`config.mk`:
```
export PLATFORM = sky130hd
export DESIGN_NAME = digit_serial_adder
export DESIGN_NICKNAME = d
export VERILOG_FILES = /design/src/rtl/digit_serial_adder.sv
export SDC_FILE = /design/constraint.sdc
export NUM_CORES = 1
export LEC_CHECK = 0
export ABC_AREA = 0
export BUFFER_PORTS_ARGS = -buffer_cell sky130_fd_sc_hd__buf_2
export CAP_MARGIN = 20
export CORE_MARGIN = 2
export CORE_UTILIZATION = 55
export DETAILED_ROUTE_END_ITERATION = 7
export GPL_ROUTABILITY_DRIVEN = 0
export PLACE_DENSITY = 0.82
export SYNTH_ARGS = -nofsm -noshare
export SYNTH_HDL_FRONTEND = slang
export SYNTH_SLANG_ARGS = --single-unit
```
`constraint.sdc`:
```
create_clock -name clk -period 5.5 [get_ports clk]
set_clock_uncertainty 0.15 [all_clocks]
set_input_delay 0.55 -clock clk [delete_from_list [all_inputs] [get_ports clk]]
set_output_delay 0.55 -clock clk [all_outputs]
set_load 0.02 [all_outputs]
```
`src/rtl/digit_serial_adder.sv`:
```
// Digit-serial adder/subtractor: 16 bits per clock, LSD first, with 4-bit lookahead groups
// and active-low word generate/propagate outputs for external carry-lookahead chaining.
module digit_serial_adder #(
    parameter int unsigned WIDTH = 64
) (
    input  logic             clk,
    input  logic             reset_n,
    input  logic             start,
    input  logic             sub,
    input  logic             cin,
    input  logic [WIDTH-1:0] a,
    input  logic [WIDTH-1:0] b,
    output logic             busy,
    output logic             done,
    output logic [WIDTH-1:0] sum,
    output logic             cout,
    output logic             ovf,
    output logic             zero,
    output logic             nG,
    output logic             nP
);

    localparam int unsigned D  = WIDTH / 16;
    localparam int unsigned KW = (D > 1) ? $clog2(D) : 1;

    localparam logic [0:0] IDLE = 1'b0;
    localparam logic [0:0] RUN  = 1'b1;

    logic [0:0]       state;
    logic [KW-1:0]    k;
    logic [WIDTH-1:0] aReg;
    logic [WIDTH-1:0] bReg;
    logic [WIDTH-1:0] resReg;
    logic             carryReg;
    logic             gAcc;
    logic             pAcc;

    logic [15:0]      aDig;
    logic [15:0]      bDig;
    logic [15:0]      bitG;
    logic [15:0]      bitP;
    logic [3:0]       nGrpG;
    logic [3:0]       nGrpP;
    logic [4:0]       grpC;
    logic [16:0]      bitC;
    logic [15:0]      sumDig;
    logic             digG;
    logic             digP;
    logic             gAccNext;
    logic             pAccNext;
    logic [WIDTH-1:0] resNext;
    logic             lastDig;

    assign busy    = (state == RUN);
    assign lastDig = (k == KW'(D - 1));

    always_comb begin : digitPath
        logic rip;
        aDig = aReg[15:0];
        bDig = bReg[15:0];
        bitG = aDig & bDig;
        bitP = aDig | bDig;
        for (int unsigned i = 0; i < 4; i++) begin
            nGrpG[i] = ~(bitG[4*i+3]
                       | (bitP[4*i+3] & bitG[4*i+2])
                       | (bitP[4*i+3] & bitP[4*i+2] & bitG[4*i+1])
                       | (bitP[4*i+3] & bitP[4*i+2] & bitP[4*i+1] & bitG[4*i]));
            nGrpP[i] = ~(bitP[4*i+3] & bitP[4*i+2] & bitP[4*i+1] & bitP[4*i]);
        end

        grpC[0] = carryReg;
        grpC[1] = ~nGrpG[0] | (~nGrpP[0] & grpC[0]);
        grpC[2] = ~nGrpG[1] | (~nGrpP[1] & ~nGrpG[0]) | (~nGrpP[1] & ~nGrpP[0] & grpC[0]);
        grpC[3] = ~nGrpG[2] | (~nGrpP[2] & ~nGrpG[1]) | (~nGrpP[2] & ~nGrpP[1] & ~nGrpG[0])
                | (~nGrpP[2] & ~nGrpP[1] & ~nGrpP[0] & grpC[0]);
        grpC[4] = ~nGrpG[3] | (~nGrpP[3] & ~nGrpG[2]) | (~nGrpP[3] & ~nGrpP[2] & ~nGrpG[1])
                | (~nGrpP[3] & ~nGrpP[2] & ~nGrpP[1] & ~nGrpG[0])
                | (~nGrpP[3] & ~nGrpP[2] & ~nGrpP[1] & ~nGrpP[0] & grpC[0]);

        // Digit G/P exclude the incoming carry so the word terms never depend on cin.
        digG = ~nGrpG[3] | (~nGrpP[3] & ~nGrpG[2]) | (~nGrpP[3] & ~nGrpP[2] & ~nGrpG[1])
             | (~nGrpP[3] & ~nGrpP[2] & ~nGrpP[1] & ~nGrpG[0]);
        digP = ~|nGrpP;

        bitC = '0;
        for (int unsigned i = 0; i < 4; i++) begin
            rip = grpC[i];
            for (int unsigned j = 0; j < 4; j++) begin
                bitC[4*i+j] = rip;
                rip = bitG[4*i+j] | (bitP[4*i+j] & rip);
            end
        end
        bitC[16] = grpC[4];

        sumDig = aDig ^ bDig ^ bitC[15:0];

        // Result register fills from the top; after D shifts digit 0 sits at the bottom.
        resNext = resReg >> 16;
        resNext[WIDTH-1 -: 16] = sumDig;

        gAccNext = digG | (digP & gAcc);
        pAccNext = pAcc & digP;
    end

    always_ff @(posedge clk or negedge reset_n) begin
        if (!reset_n) begin
            state    <= IDLE;
            k        <= '0;
            aReg     <= '0;
            bReg     <= '0;
            resReg   <= '0;
            carryReg <= 1'b0;
            gAcc     <= 1'b0;
            pAcc     <= 1'b1;
            done     <= 1'b0;
            sum      <= '0;
            cout     <= 1'b0;
            ovf      <= 1'b0;
            zero     <= 1'b0;
            nG       <= 1'b1;
            nP       <= 1'b1;
        end else begin
            done <= 1'b0;
            if (state == IDLE) begin
                if (start) begin
                    aReg     <= a;
                    bReg     <= sub ? ~b : b;
                    carryReg <= cin;
                    k        <= '0;
                    gAcc     <= 1'b0;
                    pAcc     <= 1'b1;
                    state    <= RUN;
                end
            end else begin
                aReg     <= aReg >> 16;
                bReg     <= bReg >> 16;
                resReg   <= resNext;
                carryReg <= grpC[4];
                gAcc     <= gAccNext;
                pAcc     <= pAccNext;
                k        <= k + 1'b1;
                if (lastDig) begin
                    state <= IDLE;
                    k     <= '0;
                    done  <= 1'b1;
                    sum   <= resNext;
                    cout  <= bitC[16];
                    ovf   <= bitC[15] ^ bitC[16];
                    zero  <= ~|resNext;
                    nG    <= ~gAccNext;
                    nP    <= ~pAccNext;
                end
            end
        end
    end

endmodule

```
# After elaboration in Yosys (flattened, before gate mapping)
# Cells that the tools add are included.
[word_totals]
regBits = 268
latchBits = 0
mem_bits_rw = 0
romBits = 0
input_bits = 133
out_inout_bits = 71
n_memories = 0
[classes]
addsub = 1
n_mul = 0
div = 0
order_cmp = 0
eq_ne = 1
shift = 0
n_mux = 19
n_bitwise = 101
n_reduce_logical = 6
[op_table]
columns = ["cell", "n"]
rows = [
  ["64-bit two-way mux", 5],
  ["64-bit inverter", 1],
  ["64-bit OR reduction", 1],
  ["1-bit AND", 54],
  ["1-bit bitwise OR", 35],
  ["16-bit bitwise XOR", 2],
  ["16-bit AND", 1],
  ["16-bit bitwise OR", 1],
  ["1-bit two-way mux", 11],
  ["2-bit two-way mux", 3],
  ["1-bit inverter", 6],
  ["4-bit OR reduction", 1],
  ["2-bit by 1-bit adder with 2-bit output (second input constant)", 1],
  ["2-bit == test (second input constant)", 1],
  ["1-bit zero test", 2],
  ["2-bit AND reduction", 1],
  ["2-bit nonzero test", 1],
  ["1-bit bitwise XOR", 1],
]

# Logic depth before layout (Yosys ltp)
[logic_depth]
depth_word = 18
ltp_mapped = 17
depth_no_buf = 17

# Worst setup path after synthesis
# OpenSTA, ideal clock, no wires.
[synth_path]
kind = "register -> register"
start = "register aReg[6]"
end = "register ovf"
setup_time_ns = 0.082
arrival_time_ns = 3.085
t_required_ns = 5.268
setup_slack_ns = 2.183
stages_incl_launch_ff = 12
path_buffers = 0
period_less_slack_ns = 3.317
path_cell_list = "dfrtp_1 inv_1 ha_1 or4_4 nor2_2 a221o_2 fa_1 inv_1 fa_1 fa_1 or4_1 a31oi_1"
[synth_between]
elab_chain_cells = 16
[synth_lines]
columns = ["item", "line", "text"]
rows = [
  ["start: declaration", "31", "logic [WIDTH-1:0] aReg;"],
  ["start signal: assignment", "135", "aReg <= aReg >> 16;"],
  ["16-bit AND or 16-bit bitwise OR (tied branches)", "61, 62", ""],
  ["1-bit AND (on tied branches)", "-", ""],
  ["1-bit bitwise OR (tied with other cells)", "65", "| (bitP[4*i+3] & bitG[4*i+2])"],
  ["1-bit bitwise OR or 1-bit AND (tied branches)", "66, 67", ""],
  ["1-bit bitwise OR", "67", "| (bitP[4*i+3] & bitP[4*i+2] & bitP[4*i+1] & bitG[4*i]));"],
  ["1-bit AND", "74", "grpC[3] = ~nGrpG[2] | (~nGrpP[2] & ~nGrpG[1]) | (~nGrpP[2] & ~nGrpP[1] & ~nGrpG[0])"],
  ["1-bit bitwise OR (2 in series)", "74", ""],
  ["1-bit bitwise OR", "75", "| (~nGrpP[2] & ~nGrpP[1] & ~nGrpP[0] & grpC[0]);"],
  ["1-bit AND", "90", "rip = bitG[4*i+j] | (bitP[4*i+j] & rip);"],
  ["1-bit bitwise OR", "90", ""],
  ["1-bit AND", "90", ""],
  ["1-bit bitwise OR", "90", ""],
  ["1-bit AND", "90", ""],
  ["1-bit bitwise OR", "90", ""],
  ["1-bit bitwise XOR (*)", "148", "ovf <= bitC[15] ^ bitC[16];"],
  ["end signal: assignment", "148", ""],
  ["end: declaration", "17", "output logic ovf,"],
]
# Mark *: on every way between the ends. The rest lies on a longest branch, timed or not.
# A chain may end at the register's enable or synchronous reset.

# Worst setup path after layout
[layout_path]
start = "register aReg[0]"
end = "register zero"
[layout_lines]
columns = ["item", "line", "text"]
rows = [
  ["16-bit AND", "61", "bitG = aDig & bDig;"],
  ["1-bit AND", "67", ""],
  ["1-bit bitwise OR", "67", ""],
  ["1-bit AND", "73", "grpC[2] = ~nGrpG[1] | (~nGrpP[1] & ~nGrpG[0]) | (~nGrpP[1] & ~nGrpP[0] & grpC[0]);"],
  ["1-bit bitwise OR", "73", ""],
  ["1-bit bitwise OR (*)", "73", ""],
  ["1-bit AND (*)", "90", ""],
  ["1-bit bitwise OR (*)", "90", ""],
  ["1-bit AND (*)", "90", ""],
  ["1-bit bitwise OR (*)", "90", ""],
  ["16-bit bitwise XOR (*)", "95", "sumDig = aDig ^ bDig ^ bitC[15:0];"],
  ["via sumDig[10]", "46", "logic [15:0] sumDig;"],
  ["64-bit OR reduction (*)", "149", "zero <= ~|resNext;"],
  ["1-bit zero test (*)", "149", ""],
  ["end signal: assignment", "149", ""],
  ["end: declaration", "18", "output logic zero,"],
]
# The timed path passes the listed nets; every way through them passes the cells marked *.

==> results.md <==
- Crit path DAT: 4.07 ns
- Tcrit/Tclk final: about two thirds
- Hold Vio Cnt, Final: just over 50
- Post-DRT Antenna Nets: 0
- Crit-path max FO: 3
- Count of warnings emitted by yosys: 0
- Iter 0 DRT Violations: 742
- FF+latch area: 6310 µm²
- Die W: 151 µm
- Pin count of the biggest net entering global routing: between 150 and 200
- Core area: about 21000 µm²
- Post-DP HPWL: 20300 µm
- DIE HEIGHT: 151 µm
- Area occupied by multi-input gates: 5150 µm²
- Num CTS Buffers: 26
- Clk root buf: clkbuf_16
- Wire per inst: 17.7 µm
- I/O pin cnt: 204
- RSZ-0062 raised after global routing: no
- TritonCTS clock tree: done
- Pwr dens: 537 nW/µm²
- CTS Hold Bufs: 0
- Overflow after GRT: 0
- R2r setup slk: roughly 1.7 ns
- Clk_lat worst skew: ~0.52 ns
- Port Buffers: between 200 and 250
- Total number of vias: 9095
- Number of global-route vias before repair: roughly 8800
- CTS Buffer Depth: 3
- Final nets: 1549
- Setup TNS: 0 ns
- Post-synth EDFFs: 0
- Min-delay worst type: primary input to async pin
- Design Area, Final: about 14000 µm²
- Sw Share: 38.4%
- Area after DPL: 13100 µm²
- Site Rows: 53
- Top cells by area, synth: dfrtp_1, nand2_1, mux2i_1
- Worst setup EP type: register
- Clock transition at path regs: 0.06 ns
- Sequential area share after synthesis: between 50% and 60%
- Area of the die: approximately 23000 µm²
- Layout cells sized above 1: between 20% and 30%
- Post-CTS Setup Bufs: 0
- Switching Power: between 2000 and 3000 µW
- Synth top area share: 52.2%
- Post-Syn Instances: 1206
- Clock power frac: 23.2%
- Filler instances: 1624
- Max IR drop VDD: 0.312 mV
- Failing checks: hold timing
- Residual DRC: 0
- Syn Std Cell Area: 11900 µm²
- Global-route wire length before repair: 47000 µm
- Avg Cell Area, Syn: 9.90 µm²
- Syn Nets: 1384
- Final setup violation count: 0
- PostCTS Resize Cnt: 0
- Top cells by count, synth: nand2_1, dfrtp_1, o21ai_0
- Predominant post-synthesis flop cell: dfrtp_1
- Netlist cell types: 40
- CP Class: register to register
- Layout area overhead: 16.9%
- Most frequently used cell type in the post-synthesis netlist: nand2_1
- Detailed Routing Iterations Pass 1: 7
- Max Clk Rate: between 200 and 300 MHz
- Starting Density: 56.5%
- Seq cells post-synth: around 250
- Gr usage total: 26.3%
- Setup crit start kind: register
- Comb pwr share: between 30% and 40%
- Vias per inst: 5.46
- H-tree lvl count: 1
- Largest area contributor in the netlist: dfrtp_1
- Minimum clock period: 3.76 ns
- Slew of the pin with the lowest slew margin: 1.06 ns
- Final slew viol count: 0
- Flop pwr share: 43.3%
- Pint: ~4600 µW
- Hold slack: -0.0209 ns
- Final Power: roughly 7500 µW
- Clock sink count: about 250
- Slew HR: between 20 and 30%
- Async set or reset register ratio after synthesis: 100%
- Initial antenna violation count: 3
- Max_cap viols: 0
- Leak: 0.00699 µW
- Critical Path RT: 5.81 ns
- Status: finished with violations
- Routed wire length: 29500 µm
## cells in the final DEF (no fill, tap or decap), drive strengths merged, types with 2 or more instances in the layout
cell type  count
a21o           2
nand2b         3
nand4          5
nor4b          3
o21bai         2
dfrtp        249
o31a           2
o31ai          4
dfstp          3
a31oi          3
diode          4
xnor2         67
a221o          2
a211oi        16
clkbuf        41
buf          210
a21oi         61
nor4          14
o21ai        111
mux2i         70
ha            33
fa            12
a22o           2
nand2        273
mux2          41
clkinv         2
inv           51
nor2b          2
or4            3
nor2          94
## worst max-delay path, stage by stage, from the launching register on
cell	delay, ns
dfrtp_1	0.39
inv_1	0.11
ha_1	0.17
nand2b_1	0.10
a21oi_1	0.08
o21bai_1	0.14
a21oi_1	0.08
nor2_1	0.17
o21bai_1	0.10
fa_1	0.39
fa_1	0.43
fa_1	0.49
nor4b_1	0.33
nand4_1	0.12
nor3_1	0.26
a22o_1	0.18
## power groups by stage
stage                     registers [µW]  clock network, µW  logic, µW
after floorplan                     3250                  0       1560
after global routing                3340               1840       2790
after CTS                           3240               1760       2520
after detailed placement            3270                  0       2480
after global placement              3220                  0       2380
final                               3250               1740       2510
## sequential cells by signal, indices dropped and copies added (netlist names), 2 cells and up
| name | flops |
|---|---|
| bReg | 64 |
| sum | 64 |
| aReg | 64 |
| resReg | 48 |
| k | 2 |
## per-stage QoR
stage / std cells / setup slack, ns / util, %
6_report: 1667 / 1.74 / 66.0
5_1_grt: 1663 / 1.50 / 66.0
4_1_cts: 1663 / 1.75 / 66.0
3_5_place_dp: 1618 / 1.86 / 62.0
3_3_place_gp: 1618 / 1.98 / 62.0
2_1_floorplan: 1206 / 2.18 / -
## logic make-up after synthesis
family,after synthesis,share of synthesized area [%]
adder cells (fa/ha/maj),45,5.47
multiplexers,111,9.73
buffers and inverters,124,4.06
AO/OA/AOI/OAI,205,9.41
XOR/XNOR,68,4.99
AND/OR/NAND/NOR,401,13.5
flip-flops,252,52.8
## metal layers
metal	vias up	GRT usage [%]	share of wire (%)
met3	68	5.51	7.8
met4	2	8.93	3.4
met5	-	0	0.054
li1	4321	-	-
met2	326	43.1	48
met1	4378	35.0	40
## final cells by class
class,count,area share [%]
Antenna cell,4,0.0717
Clock buffer,41,5.72
Clock inverter,4,0.341
Inverter,51,1.37
Multi-Input combinational cell,830,36.9
Sequential cell,252,45.2
Tap cell,275,2.46
Timing Repair Buffer,210,7.94
## final timing paths
| path | startpoint | end | cells past startpoint |
|---|---|---|---|
| worst max-delay path | aReg[0]$_DFFE_PN0P_ | zero$_DFFE_PN0P_ | 15 |
| worst min-delay path | reset_n | done$_DFF_PN0_ | 1 |
| worst max register to register | aReg[0]$_DFFE_PN0P_ | zero$_DFFE_PN0P_ | 15 |
| worst min register to register | sum[6]$_DFFE_PN0P_ | sum[6]$_DFFE_PN0P_ | 2 |
| max in group asynchronous | reset_n | bReg[63]$_DFFE_PN0P_ | 2 |
| min in group clk | a[63] | aReg[63]$_DFFE_PN0P_ | 3 |
Power figures use the tool's default switching activity.
